## config.mk

```make
export PLATFORM = sky130hd
export DESIGN_NAME = sequence_player
export DESIGN_NICKNAME = d
export VERILOG_FILES = /design/src/rtl/sequence_player.sv
export SDC_FILE = /design/constraint.sdc
export NUM_CORES = 1
export LEC_CHECK = 0
export CORE_ASPECT_RATIO = 1.5
export CORE_MARGIN = 2
export CORE_UTILIZATION = 25
export CTS_CLUSTER_SIZE = 30
export DETAILED_ROUTE_END_ITERATION = 8
export GPL_ROUTABILITY_DRIVEN = 0
export PLACE_DENSITY = 0.35
export SYNTH_ARGS = -nofsm -noshare
export SYNTH_HDL_FRONTEND = slang
export SYNTH_SLANG_ARGS = --single-unit
```

## constraint.sdc

```tcl
create_clock -name clk -period 3.6 [get_ports clk]
set_input_delay 0.36 -clock clk [delete_from_list [all_inputs] [get_ports clk]]
set_output_delay 0.36 -clock clk [all_outputs]
set_load 0.05 [all_outputs]
```

## src/rtl/sequence_player.sv

```systemverilog
// Plays the stored Simon colour sequence to the LEDs. Each entry is lit for ON_CYCLES
// cycles and then followed by OFF_CYCLES dark cycles. Colours are appended one per won round.
module sequence_player #(
   parameter int unsigned ON_CYCLES  = 25_000_000,
   parameter int unsigned OFF_CYCLES = 12_500_000
) (
   input  logic       clk,
   input  logic       reset_n,
   input  logic       clear,
   input  logic       add_valid,
   input  logic [1:0] add_color,
   input  logic       start,
   output logic [3:0] led,
   output logic       busy,
   output logic       done,
   output logic [5:0] length,
   output logic       full
);

   localparam logic [31:0] ON_LAST  = 32'(ON_CYCLES - 1);
   localparam logic [31:0] OFF_LAST = 32'(OFF_CYCLES - 1);
   localparam logic [5:0]  DEPTH    = 6'd32;

   typedef enum logic [1:0] {
      S_IDLE = 2'd0,
      S_ON   = 2'd1,
      S_OFF  = 2'd2
   } state_t;

   state_t      state_q, state_d;
   logic [4:0]  pos_q, pos_d;
   logic [31:0] timer_q, timer_d;
   logic [5:0]  length_q, length_d;
   logic [3:0]  led_q, led_d;
   logic        done_q, done_d;

   logic [1:0]  mem [32];
   logic        mem_we;
   logic [4:0]  pos_next;
   logic        full_w;
   logic        last_entry;

   function automatic logic [3:0] onehot(input logic [1:0] color);
      onehot = 4'b0001 << color;
   endfunction

   assign full_w     = (length_q == DEPTH);
   assign pos_next   = pos_q + 5'd1;
   // length is never 0 outside IDLE, so length-1 cannot underflow here
   assign last_entry = ({1'b0, pos_q} == (length_q - 6'd1));

   always_comb begin
      state_d  = state_q;
      pos_d    = pos_q;
      timer_d  = timer_q;
      length_d = length_q;
      led_d    = led_q;
      done_d   = 1'b0;
      mem_we   = 1'b0;

      if (add_valid && (state_q == S_IDLE) && !full_w) begin
         mem_we   = 1'b1;
         length_d = length_q + 6'd1;
      end

      case (state_q)
         S_IDLE: begin
            if (start) begin
               if (length_q != 6'd0) begin
                  state_d = S_ON;
                  pos_d   = 5'd0;
                  timer_d = 32'd0;
                  led_d   = onehot(mem[0]);
               end else begin
                  done_d = 1'b1;
               end
            end
         end
         S_ON: begin
            if (timer_q == ON_LAST) begin
               state_d = S_OFF;
               timer_d = 32'd0;
               led_d   = 4'b0000;
            end else begin
               timer_d = timer_q + 32'd1;
            end
         end
         S_OFF: begin
            if (timer_q == OFF_LAST) begin
               timer_d = 32'd0;
               if (last_entry) begin
                  state_d = S_IDLE;
                  done_d  = 1'b1;
               end else begin
                  state_d = S_ON;
                  pos_d   = pos_next;
                  led_d   = onehot(mem[pos_next]);
               end
            end else begin
               timer_d = timer_q + 32'd1;
            end
         end
         default: begin
            state_d = S_IDLE;
            led_d   = 4'b0000;
         end
      endcase

      // clear wins over append, start and any playback step
      if (clear) begin
         state_d  = S_IDLE;
         pos_d    = 5'd0;
         timer_d  = 32'd0;
         length_d = 6'd0;
         led_d    = 4'b0000;
         done_d   = 1'b0;
         mem_we   = 1'b0;
      end
   end

   always_ff @(posedge clk or negedge reset_n) begin
      if (!reset_n) begin
         state_q  <= S_IDLE;
         pos_q    <= 5'd0;
         timer_q  <= 32'd0;
         length_q <= 6'd0;
         led_q    <= 4'b0000;
         done_q   <= 1'b0;
      end else begin
         state_q  <= state_d;
         pos_q    <= pos_d;
         timer_q  <= timer_d;
         length_q <= length_d;
         led_q    <= led_d;
         done_q   <= done_d;
      end
   end

   // Sequence storage carries no reset; only indices below length are read.
   always_ff @(posedge clk) begin
      if (mem_we) begin
         mem[length_q[4:0]] <= add_color;
      end
   end

   assign led    = led_q;
   assign busy   = (state_q != S_IDLE);
   assign done   = done_q;
   assign length = length_q;
   assign full   = full_w;

endmodule

```

Word-level counts from Yosys, hierarchy flattened
Memory sizes are Yosys's and may differ from the RTL's. Cells that the tools add are included.

Output and inout port bits: 13. Memories: 1. Memory bits (writable): 64. Flip-flop bits (word level): 50. Word-level logic and storage cells: 75. Input port bits: 7.

Equal/unequal tests: 11. Reductions and logical operators: 13. Add/subtract/negate cells: 4. Mux-type cells: 38. Shifts and indexed selects: 2.

Memory list: mem (words 32, bits a word 2, rd ports 2, clocked after Yosys merged registers in 0, write ports 1, line 37) `logic [1:0] mem [32];`.

Operator list (number): $mux 32 (5); $pmux 32 s3 (1); $add 32x1->32 const B (1); $eq 32x24->1 const B (1); $eq 32x25->1 const B (1); $mux 5 (5); $mux 4 (6); $mux 6 (2); $ne 3x3->1 const B (4); $pmux 4 s3 (1); $mux 1 (10); $mux 2 (5); $pmux 5 s2 (1); $reduce_and 5->1 (2); $shl 1x2->4 const A (2); $add 6x1->6 const B (1); $eq 5x6->1 (1); $eq 6x6->1 const B (1); $pmux 2 s3 (1); $reduce_bool 6->1 (1); $sub 6x1->6 const B (1); $add 5x1->5 const B (1); $reduce_and 4->1 (1); $reduce_bool 2->1 (2); other kinds (10) (11).

Longest topological paths before layout
Gate-level depths: netlist of run 1.

Depth in word-level cells: 7. Mapped depth: 11. Gate-level depth less buffers: 9.

Worst setup path after synthesis of run 1
OpenSTA, ideal clock, no wires.

Kind: flip-flop to flip-flop. Start point: register length_q[0], in the netlist length[0]. End point: register timer_q[29]. Library setup time: 78 ps. Clock period less this slack: 2852 ps. Stages on the path, launching flop included: 11. Arrival: 2774 ps. Slack: 748 ps. Data required time: 3522 ps. Path through: dfrtp_1 clkbuf_1 inv_1 ha_1 nor4b_1 nand3b_1 a21oi_1 or4b_1 clkbuf_1 or3_1 a21oi_1.

Cells in the longest elaborated chain, start to end: 3.

Ends and longest elaborated chain: from (decl) (line 33) `logic [5:0] length_q, length_d;`; from (signal assigned) (line 133) `length_q <= length_d;`; $reduce_bool 6->1 (line 69) `if (length_q != 6'd0) begin`; $ne 3x2->1 (no line); $reduce_and 3->1 (no line); to (signal assigned) (line 132) `timer_q <= timer_d;`; to (decl) (line 32) `logic [31:0] timer_q, timer_d;`.

No other way between the ends. A chain may end at the register's enable or synchronous reset.

Final worst setup path of run 1
Start point: register length_q[0], in the netlist length[0]. End point: output port full.

Cells in the longest elaborated chain, start to end: 1.

Ends and longest elaborated chain: $eq 6x6->1 (line 47) `assign full_w = (length_q == DEPTH);`; to (decl) (line 17) `output logic full`.

No other way between the ends.

==> results.py, run 1 <==
metrics = {
    "outcome": {
        "status": "finished clean",
    },
    "timing": {
        "finalWorstSetupSlack_ps": 402,
        "finalClockSkew_ps": 5.47,
        "finalCritPeriodShare": 0.888,
        "min_period_ps": 3200,
        "rsz0062_at_grt": "no",
        "worst_slew_pin_slew_ps": 1180,
        "maxSlewViolCount": 0,
        "tns_ps": 0,
        "setup_viol": 0,
        "max_freq_mhz": 313,
        "finalHoldViolCount": 0,
        "slew_headroom": 0.211,
    },
    "power_and_ir_drop": {
        "intPower_mw": 2.58,
        "switching_share": 0.302,
        "cellPowerDensity_nw_per_um2": 529,
        "irDropWorstVdd_v": 0.000339,
        "p_comb_frac": 0.171,
        "switching_power_mw": 1.12,
        "p_leak_nw": 2.45,
        "p_seq_frac": 0.395,
        "p_clk_frac": 0.435,
    },
    "route": {
        "first_pass_iters": 5,
        "vias": 4194,
        "ant_nets": 0,
        "wl_per_cell_microns": 18.9,
        "drc": 0,
        "via_per_inst": 4.81,
        "wirelength_mm": 16.5,
        "first_iter_violations": 258,
    },
    "clocking": {
        "cts_resized": 0,
        "clock_sinks": 114,
        "postCtsHoldBufs": 0,
        "cts_buffer_depth": 2,
        "clock-root-buffer": "clkbuf_16",
        "cts_tree": "yes",
        "cts_setup_buffers": 0,
        "clkTransAtPathRegs_ps": 60,
        "h-tree-depth": 4,
        "numCtsBuffers": 17,
        "clk_latency_ps": 420,
    },
    "min_path": {
        "hold_class": "in2async",
    },
    "synth": {
        "synthCells": 523,
        "syn_nets": 541,
        "synth.avg_cell_area_sq_um": 11.3,
        "synth-seq-cells": 114,
        "async_flop_share": 0.439,
        "synth_area_leaders": "edfxtp_1 33%, dfrtp_1 21%, mux4_2 6.1%",
        "yosysWarnings": 0,
        "synth.cell_area_sq_um": 5890,
        "yosys.area.top_type": "edfxtp_1",
        "synth_edf_count": 64,
        "synth_top_area_frac": 0.326,
        "ys_types": 64,
        "seq_area_frac_synth": 0.539,
        "synth_top_flop_cell": "edfxtp_1",
    },
    "setup_path": {
        "start_kind": "flip-flop",
        "rr_endpoint": "mem[1][1]",
        "r2r_setup_slack_ps": 650,
        "crit_type": "reg2out",
        "cp.required_ps": 3240,
        "r2r_start": "length[0]",
        "cp-endpoint": "full",
        "timing.critical_path.from": "length[0]",
        "critPathArrivalTime_ps": 2840,
        "r2r_cells": 8,
        "worst_setup_path_end_kind": "output port",
        "cp_max_fo": 10,
    },
    "place": {
        "numPortBuffers": 19,
        "place_ws_ps": 625,
        "dpl_cell_area_sq_um": 6440,
        "hpwl_mm": 11.9,
    },
    "grt": {
        "grt_first_pass_wirelength_mm": 26.0,
        "track_usage": 0.143,
        "grt_max_degree": 39,
        "grt-ovfl-total": 0,
        "grt_pass1_vias": 4423,
        "antenna_found_initial": 0,
    },
    "floorplan": {
        "die_h_microns": 192,
        "core_sq_um": 23100,
        "initial_core_util": 0.255,
        "dieArea_sq_um": 24800,
        "rows": 68,
        "num_io_pins": 20,
        "die_w_microns": 129,
    },
    "run": {
        "drv_cap": 0,
    },
    "final_layout": {
        "antennaDiodeCount": 0,
        "post-route-util": 0.304,
        "final_common_cell": "nor2_1",
        "final_cell_mix": "68 x nor2_1, 64 x edfxtp_1, 50 x dfrtp_1",
        "drive_gt1_frac": 0.145,
        "finalNetCount": 562,
        "area_growth_pct": 18.9,
        "fin_area_sq_um": 7010,
    },
}
==> logic make-up (layout without fill, tap and decap cells) <==
family / Yosys count / count (layout) / synth area share
multiplexers: 28 / 28 / 0.0826
AND/OR/NAND/NOR: 207 / 207 / 0.190
flip-flops: 114 / 114 / 0.539
buffers and inverters: 41 / 75 / 0.0299
AO/OA/AOI/OAI: 106 / 106 / 0.112
adder cells (fa/ha/maj): 11 / 11 / 0.0234
XOR/XNOR: 16 / 16 / 0.0238
==> worst min-delay path by stage <==
stage | startpoint | endpoint | slack [ps] | cells after the start
floorplan | reset_n | done | 60 | 0
global placement | led[3] | led[3] | 480 | 2
detailed placement | timer_q[20] | timer_q[20] | 500 | 1
CTS | reset_n | timer_q[3] | 120 | 1
global route | reset_n | timer_q[0] | 160 | 1
finish | reset_n | timer_q[0] | 90 | 1
==> sequential cells by signal, summed over array words and instances (netlist names) <==
| signal | flops |
|---|---|
| timer_q | 32 |
| led | 4 |
| mem | 64 |
| length | 6 |
| pos_q | 5 |
| state_q | 2 |
| done | 1 |
==> cells in the mapped netlist, types with 9 or more instances <==
master / instances
nand2_1: 37
a21oi_1: 15
o21ai_0: 48
clkbuf_1: 19
nor2_1: 68
edfxtp_1: 64
ha_1: 11
buf_2: 9
a31oi_1: 9
dfrtp_1: 50
mux4_2: 16
nand3_1: 14
nand4_1: 13
nor2b_1: 10
nor3_1: 9
inv_1: 10
==> power by group through the flow <==
| stage | registers [mW] | clock network (mW) | logic, mW |
|---|---|---|---|
| detailed placement | 1.49 | 0 | 0.644 |
| finish | 1.46 | 1.61 | 0.631 |
| CTS | 1.46 | 1.66 | 0.649 |
| floorplan | 1.54 | 0 | 0.363 |
| global route | 1.47 | 1.72 | 0.696 |
| global placement | 1.48 | 0 | 0.650 |
==> area by class of cell <==
cell class	count	area (sq um)
fillers	2370	16100
flip-flops and latches	114	3170
multi-input cells	368	2550
clock buffers	18	429
well taps	315	394
repair buffers	33	290
clock inverters	14	133
inverters	10	37.5
==> critical path, stage by stage (launching register included) <==
cell and delay (ps):
dfrtp_1 520, inv_1 140, ha_1 250, nor4b_1 490, nand2_1 130, inv_1 80, clkdlybuf4s50_1 800
==> layer usage <==
metal,vias up,part of all wire,global-route usage
li1,2004,-,-
met1,2092,0.38,0.147
met2,71,0.56,0.270
met3,27,0.025,0.0309
met4,0,0.027,0.0661
met5,-,0,0
==> metrics by stage <==
stage | power, mW | cells | hold WS (ps)
after floorplan | 1.90 | 523 | 64.4
after CTS | 3.77 | 872 | 123
after global placement | 2.13 | 840 | 479
final | 3.70 | 872 | 92.5
after detailed placement | 2.13 | 840 | 500
after global routing | 3.89 | 872 | 161
(Power assumes the default switching activity.)
==> run 2: changes to the inputs <==
Settings changed: PLACE_DENSITY 0.35 to 0.43.
==> run 2 against run 1 <==
  * Sequential cell count stayed put
  * Critical path type unchanged
  * Setup slack improved by 76 ps
  * Final cell count down 0.11%
  * First-iteration DRC count decreased by 26%
  * Worst hold slack better by 370 ps
  * Sequential share of layout area did not move
  * Largest power group unchanged
  * Non-clock buffer count down 1
==> results.py, run 2 (synthesis gave the netlist of run 1 again) <==
metrics = {
    "clocking": {
        "h-tree-depth": 4,
        "clkTransAtPathRegs_ps": 60,
        "cts_tree": "yes",
        "cts_buffer_depth": 2,
        "cts_setup_buffers": 0,
        "numCtsBuffers": 17,
        "clock_sinks": 114,
        "clk_latency_ps": 410,
        "clock-root-buffer": "clkbuf_16",
    },
    "min_path": {
        "hold_class": "in2async",
    },
    "power_and_ir_drop": {
        "irDropWorstVdd_v": 0.000341,
        "cellPowerDensity_nw_per_um2": 526,
        "switching_share": 0.299,
        "p_leak_nw": 2.44,
        "p_clk_frac": 0.432,
        "p_comb_frac": 0.172,
        "p_seq_frac": 0.396,
        "switching_power_mw": 1.10,
        "intPower_mw": 2.58,
    },
    "final_layout": {
        "area_growth_pct": 18.9,
        "fin_area_sq_um": 7010,
        "antennaDiodeCount": 0,
        "largest_reg_flops": 64,
        "final_common_cell": "nor2_1",
        "finalNonFillerCells": 871,
        "fillers": 2349,
        "finalNetCount": 561,
        "final_cell_mix": "68 x nor2_1, 64 x edfxtp_1, 50 x dfrtp_1",
        "drive_gt1_frac": 0.146,
        "multiInputGateArea_sq_um": 2550,
        "ff_latch_area_sq_um": 3170,
        "post-route-util": 0.304,
    },
    "timing": {
        "max_freq_mhz": 320,
        "finalHoldViolCount": 0,
        "worst_slew_pin_slew_ps": 1130,
        "maxSlewViolCount": 0,
        "min_period_ps": 3120,
        "setup_viol": 0,
        "rsz0062_at_grt": "no",
        "tns_ps": 0,
        "slew_headroom": 0.245,
        "finalCritPeriodShare": 0.867,
        "finalClockSkew_ps": 8.33,
    },
    "setup_path": {
        "crit_type": "reg2out",
        "start_kind": "flip-flop",
        "r2r_cells": 8,
        "cp.required_ps": 3240,
        "max_stage_delay_ps": 790,
        "worst_setup_path_end_kind": "output port",
        "slowest_stage": "clkdlybuf4s50_1",
        "cp_max_fo": 10,
        "path_cells": "inv_1, ha_1, nor4b_2, nand2_1, inv_1, clkdlybuf4s50_1",
        "critPathMostFrequentCell": "inv_1",
        "critPathArrivalTime_ps": 2760,
    },
    "run": {
        "drv_cap": 0,
    },
    "floorplan": {
        "die_w_microns": 129,
        "rows": 68,
        "dieArea_sq_um": 24800,
        "die_h_microns": 192,
        "num_io_pins": 20,
        "initial_core_util": 0.255,
        "core_sq_um": 23100,
    },
    "grt": {
        "grt_first_pass_wirelength_mm": 24.5,
        "antenna_found_initial": 0,
        "grt-ovfl-total": 0,
        "grt_max_degree": 33,
        "grt_pass1_vias": 4370,
        "track_usage": 0.132,
    },
    "route": {
        "wl_per_cell_microns": 17.6,
        "ant_nets": 0,
        "wirelength_mm": 15.3,
        "first_iter_violations": 191,
        "via_per_inst": 4.82,
        "first_pass_iters": 4,
        "drc": 0,
        "vias": 4197,
    },
    "outcome": {
        "status": "finished clean",
    },
    "place": {
        "dpl_cell_area_sq_um": 6430,
        "numPortBuffers": 19,
        "dp_cells": 838,
        "hpwl_mm": 10.9,
    },
}
==> run 2: worst max-delay path: cells and delay by family (launching register included) <==
family	cells	cell delay, ps
fa+ha+maj	1	300
simple gates	2	520
buf+inv	3	1010
flops	1	520
==> run 2: power groups by stage <==
stage	Combinational, mW	Sequential [mW]	Clock (mW)
2_1_floorplan	0.363	1.54	0
3_3_place_gp	0.640	1.49	0
3_5_place_dp	0.643	1.49	0
4_1_cts	0.646	1.46	1.63
5_1_grt	0.694	1.47	1.69
6_report	0.633	1.46	1.59
==> run 2: path summary, 6_finish.rpt <==
| check | start | to | slack [ps] |
|---|---|---|---|
| hold reg to reg | led[2] | led[2] | 480 |
| hold / removal | reset_n | timer_q[0] | 460 |
| min in group clk | led[2] | led[2] | 480 |
| setup / recovery | length[0] | full | 480 |
| max in group asynchronous | reset_n | timer_q[22] | 2310 |
| setup reg to reg | length[0] | mem[29][1] | 610 |
==> run 2: metrics by stage <==
stage | hold WS [ps] | power (mW) | setup slack (ps)
5_1_grt | 523 | 3.85 | 259
3_5_place_dp | 365 | 2.13 | 374
2_1_floorplan | 64.4 | 1.90 | 748
3_3_place_gp | 364 | 2.13 | 378
4_1_cts | 469 | 3.74 | 170
6_report | 464 | 3.68 | 478
==> run 2: what timing repair did <==
action	4_1_cts	5_1_grt
hold buffers	1	0
endpoints found under the setup margin	0	1
hold endpoints to repair	21	0
gates resized for setup	0	1
==> run 2: final cells by class <==
class,count,area share
Sequential cell,114,0.453
Timing Repair Buffer,32,0.0407
Tap cell,315,0.0563
Clock inverter,14,0.0188
Clock buffer,18,0.0613
Multi-Input combinational cell,368,0.365
Inverter,10,0.00536
==> run 2: per-layer routing <==
| layer | up-vias | share of wire | global-route usage |
|---|---|---|---|
| li1 | 2009 | - | - |
| met1 | 2107 | 0.38 | 0.139 |
| met2 | 69 | 0.58 | 0.253 |
| met3 | 12 | 0.029 | 0.0295 |
| met4 | 0 | 0.013 | 0.0452 |
| met5 | - | 0 | 0 |
==> run 3: changes to the inputs <==
Settings changed: CORE_UTILIZATION 25 to 50, PLACE_DENSITY 0.43 to 0.71.
Clock period 3.6 ns to 3.96 ns, I/O delays scaled along.
==> run 3 against run 2 <==
  * Final cell count fell by 20%
  * Sequential share of layout area rose by 1.6 points
  * Final area fell by 3.4%
  * Critical path type unchanged
  * Largest power group unchanged
==> results.py, run 3 (synthesis gave the netlist of run 1 again) <==
metrics = {
    "power_and_ir_drop": {
        "p_leak_nw": 2.42,
        "irDropWorstVdd_v": 0.000490,
        "p_clk_frac": 0.449,
        "power_mw": 3.40,
        "switching_share": 0.290,
        "cellPowerDensity_nw_per_um2": 503,
        "intPower_mw": 2.42,
        "p_comb_frac": 0.161,
        "switching_power_mw": 0.987,
        "p_seq_frac": 0.390,
    },
    "timing": {
        "finalCritPeriodShare": 0.796,
        "min_period_ps": 3150,
        "worst_slew_pin_slew_ps": 1160,
        "maxSlewViolCount": 0,
        "max_freq_mhz": 317,
        "slew_headroom": 0.224,
        "rsz0062_at_grt": "no",
        "finalClockSkew_ps": 5.69,
        "finalHoldViolCount": 0,
        "finalWorstSetupSlack_ps": 808,
        "hold_slack_ps": 205,
        "setup_viol": 0,
        "tns_ps": 0,
    },
    "outcome": {
        "status": "finished clean",
    },
    "clocking": {
        "cts_setup_buffers": 0,
        "cts_buffer_depth": 2,
        "clk_latency_ps": 410,
        "numCtsBuffers": 17,
        "cts_resized": 0,
        "postCtsHoldBufs": 0,
        "clkTransAtPathRegs_ps": 60,
        "clock-root-buffer": "clkbuf_16",
        "h-tree-depth": 4,
        "clock_sinks": 114,
        "cts_tree": "yes",
    },
    "place": {
        "numPortBuffers": 19,
        "dp_cells": 666,
        "hpwl_mm": 8.97,
        "place_ws_ps": 1120,
        "dpl_cell_area_sq_um": 6170,
    },
    "floorplan": {
        "die_h_microns": 137,
        "dieArea_sq_um": 12700,
        "die_w_microns": 92.6,
        "num_io_pins": 20,
        "initial_core_util": 0.511,
        "core_sq_um": 11500,
        "rows": 48,
    },
    "route": {
        "drc": 0,
        "wirelength_mm": 13.1,
        "vias": 4242,
        "wl_per_cell_microns": 18.8,
        "first_iter_violations": 240,
        "via_per_inst": 6.08,
        "first_pass_iters": 4,
        "ant_nets": 0,
    },
    "grt": {
        "grt_max_degree": 51,
        "grt_pass1_vias": 4285,
        "grt-ovfl-total": 0,
        "track_usage": 0.221,
        "grt_first_pass_wirelength_mm": 21.4,
        "antenna_found_initial": 0,
    },
    "setup_path": {
        "worst_setup_path_end_kind": "output port",
        "crit_type": "reg2out",
        "critPathArrivalTime_ps": 2760,
        "r2r_start": "length[0]",
        "cp.required_ps": 3560,
        "timing.critical_path.from": "length[0]",
        "start_kind": "flip-flop",
        "cp_max_fo": 10,
    },
    "final_layout": {
        "area_growth_pct": 14.8,
        "final_cell_mix": "68 x nor2_1, 64 x edfxtp_1, 50 x dfrtp_1",
        "drive_gt1_frac": 0.133,
        "post-route-util": 0.587,
        "antennaDiodeCount": 0,
        "fin_area_sq_um": 6770,
        "finalNonFillerCells": 698,
        "largest_reg_flops": 64,
        "finalNetCount": 553,
        "final_common_cell": "nor2_1",
    },
    "run": {
        "drv_cap": 0,
    },
    "min_path": {
        "hold_class": "in2async",
    },
}
## run 3: path summary, 6_finish.rpt
kind / slack, ps / end / cells after the start
max: 810 / full / 6
min in group clk: 500 / timer_q[20] / 1
max in group asynchronous: 3020 / timer_q[23] / 1
min: 210 / timer_q[17] / 1
min reg2reg: 500 / timer_q[20] / 1
max reg2reg: 1070 / mem[12][1] / 8
## run 3: final cells by class
type | instances | area [sq um]
repair buffers | 24 | 223
fillers | 993 | 4770
inverters | 10 | 37.5
clock buffers | 17 | 425
well taps | 150 | 188
flip-flops and latches | 114 | 3170
multi-input cells | 368 | 2540
clock inverters | 15 | 174
## run 3: worst max-delay path: stages (launching register included)
cell and delay [ps]:
dfrtp_1 510, inv_1 150, ha_1 230, nor4b_1 470, nand2_1 130, inv_1 70
clkdlybuf4s50_1 790
## run 3: power groups by stage
stage / combinational [mW] / sequential, mW / clock, mW
4_1_cts: 0.550 / 1.33 / 1.55
6_report: 0.548 / 1.33 / 1.53
3_3_place_gp: 0.535 / 1.35 / 0
5_1_grt: 0.590 / 1.33 / 1.60
3_5_place_dp: 0.544 / 1.35 / 0
2_1_floorplan: 0.330 / 1.40 / 0
## run 3: layer usage
layer,up-vias,share of wire,track usage
met3,40,0.032,0.0446
met5,-,0,0
met1,2102,0.38,0.238
met2,109,0.55,0.406
met4,0,0.038,0.117
li1,1991,-,-
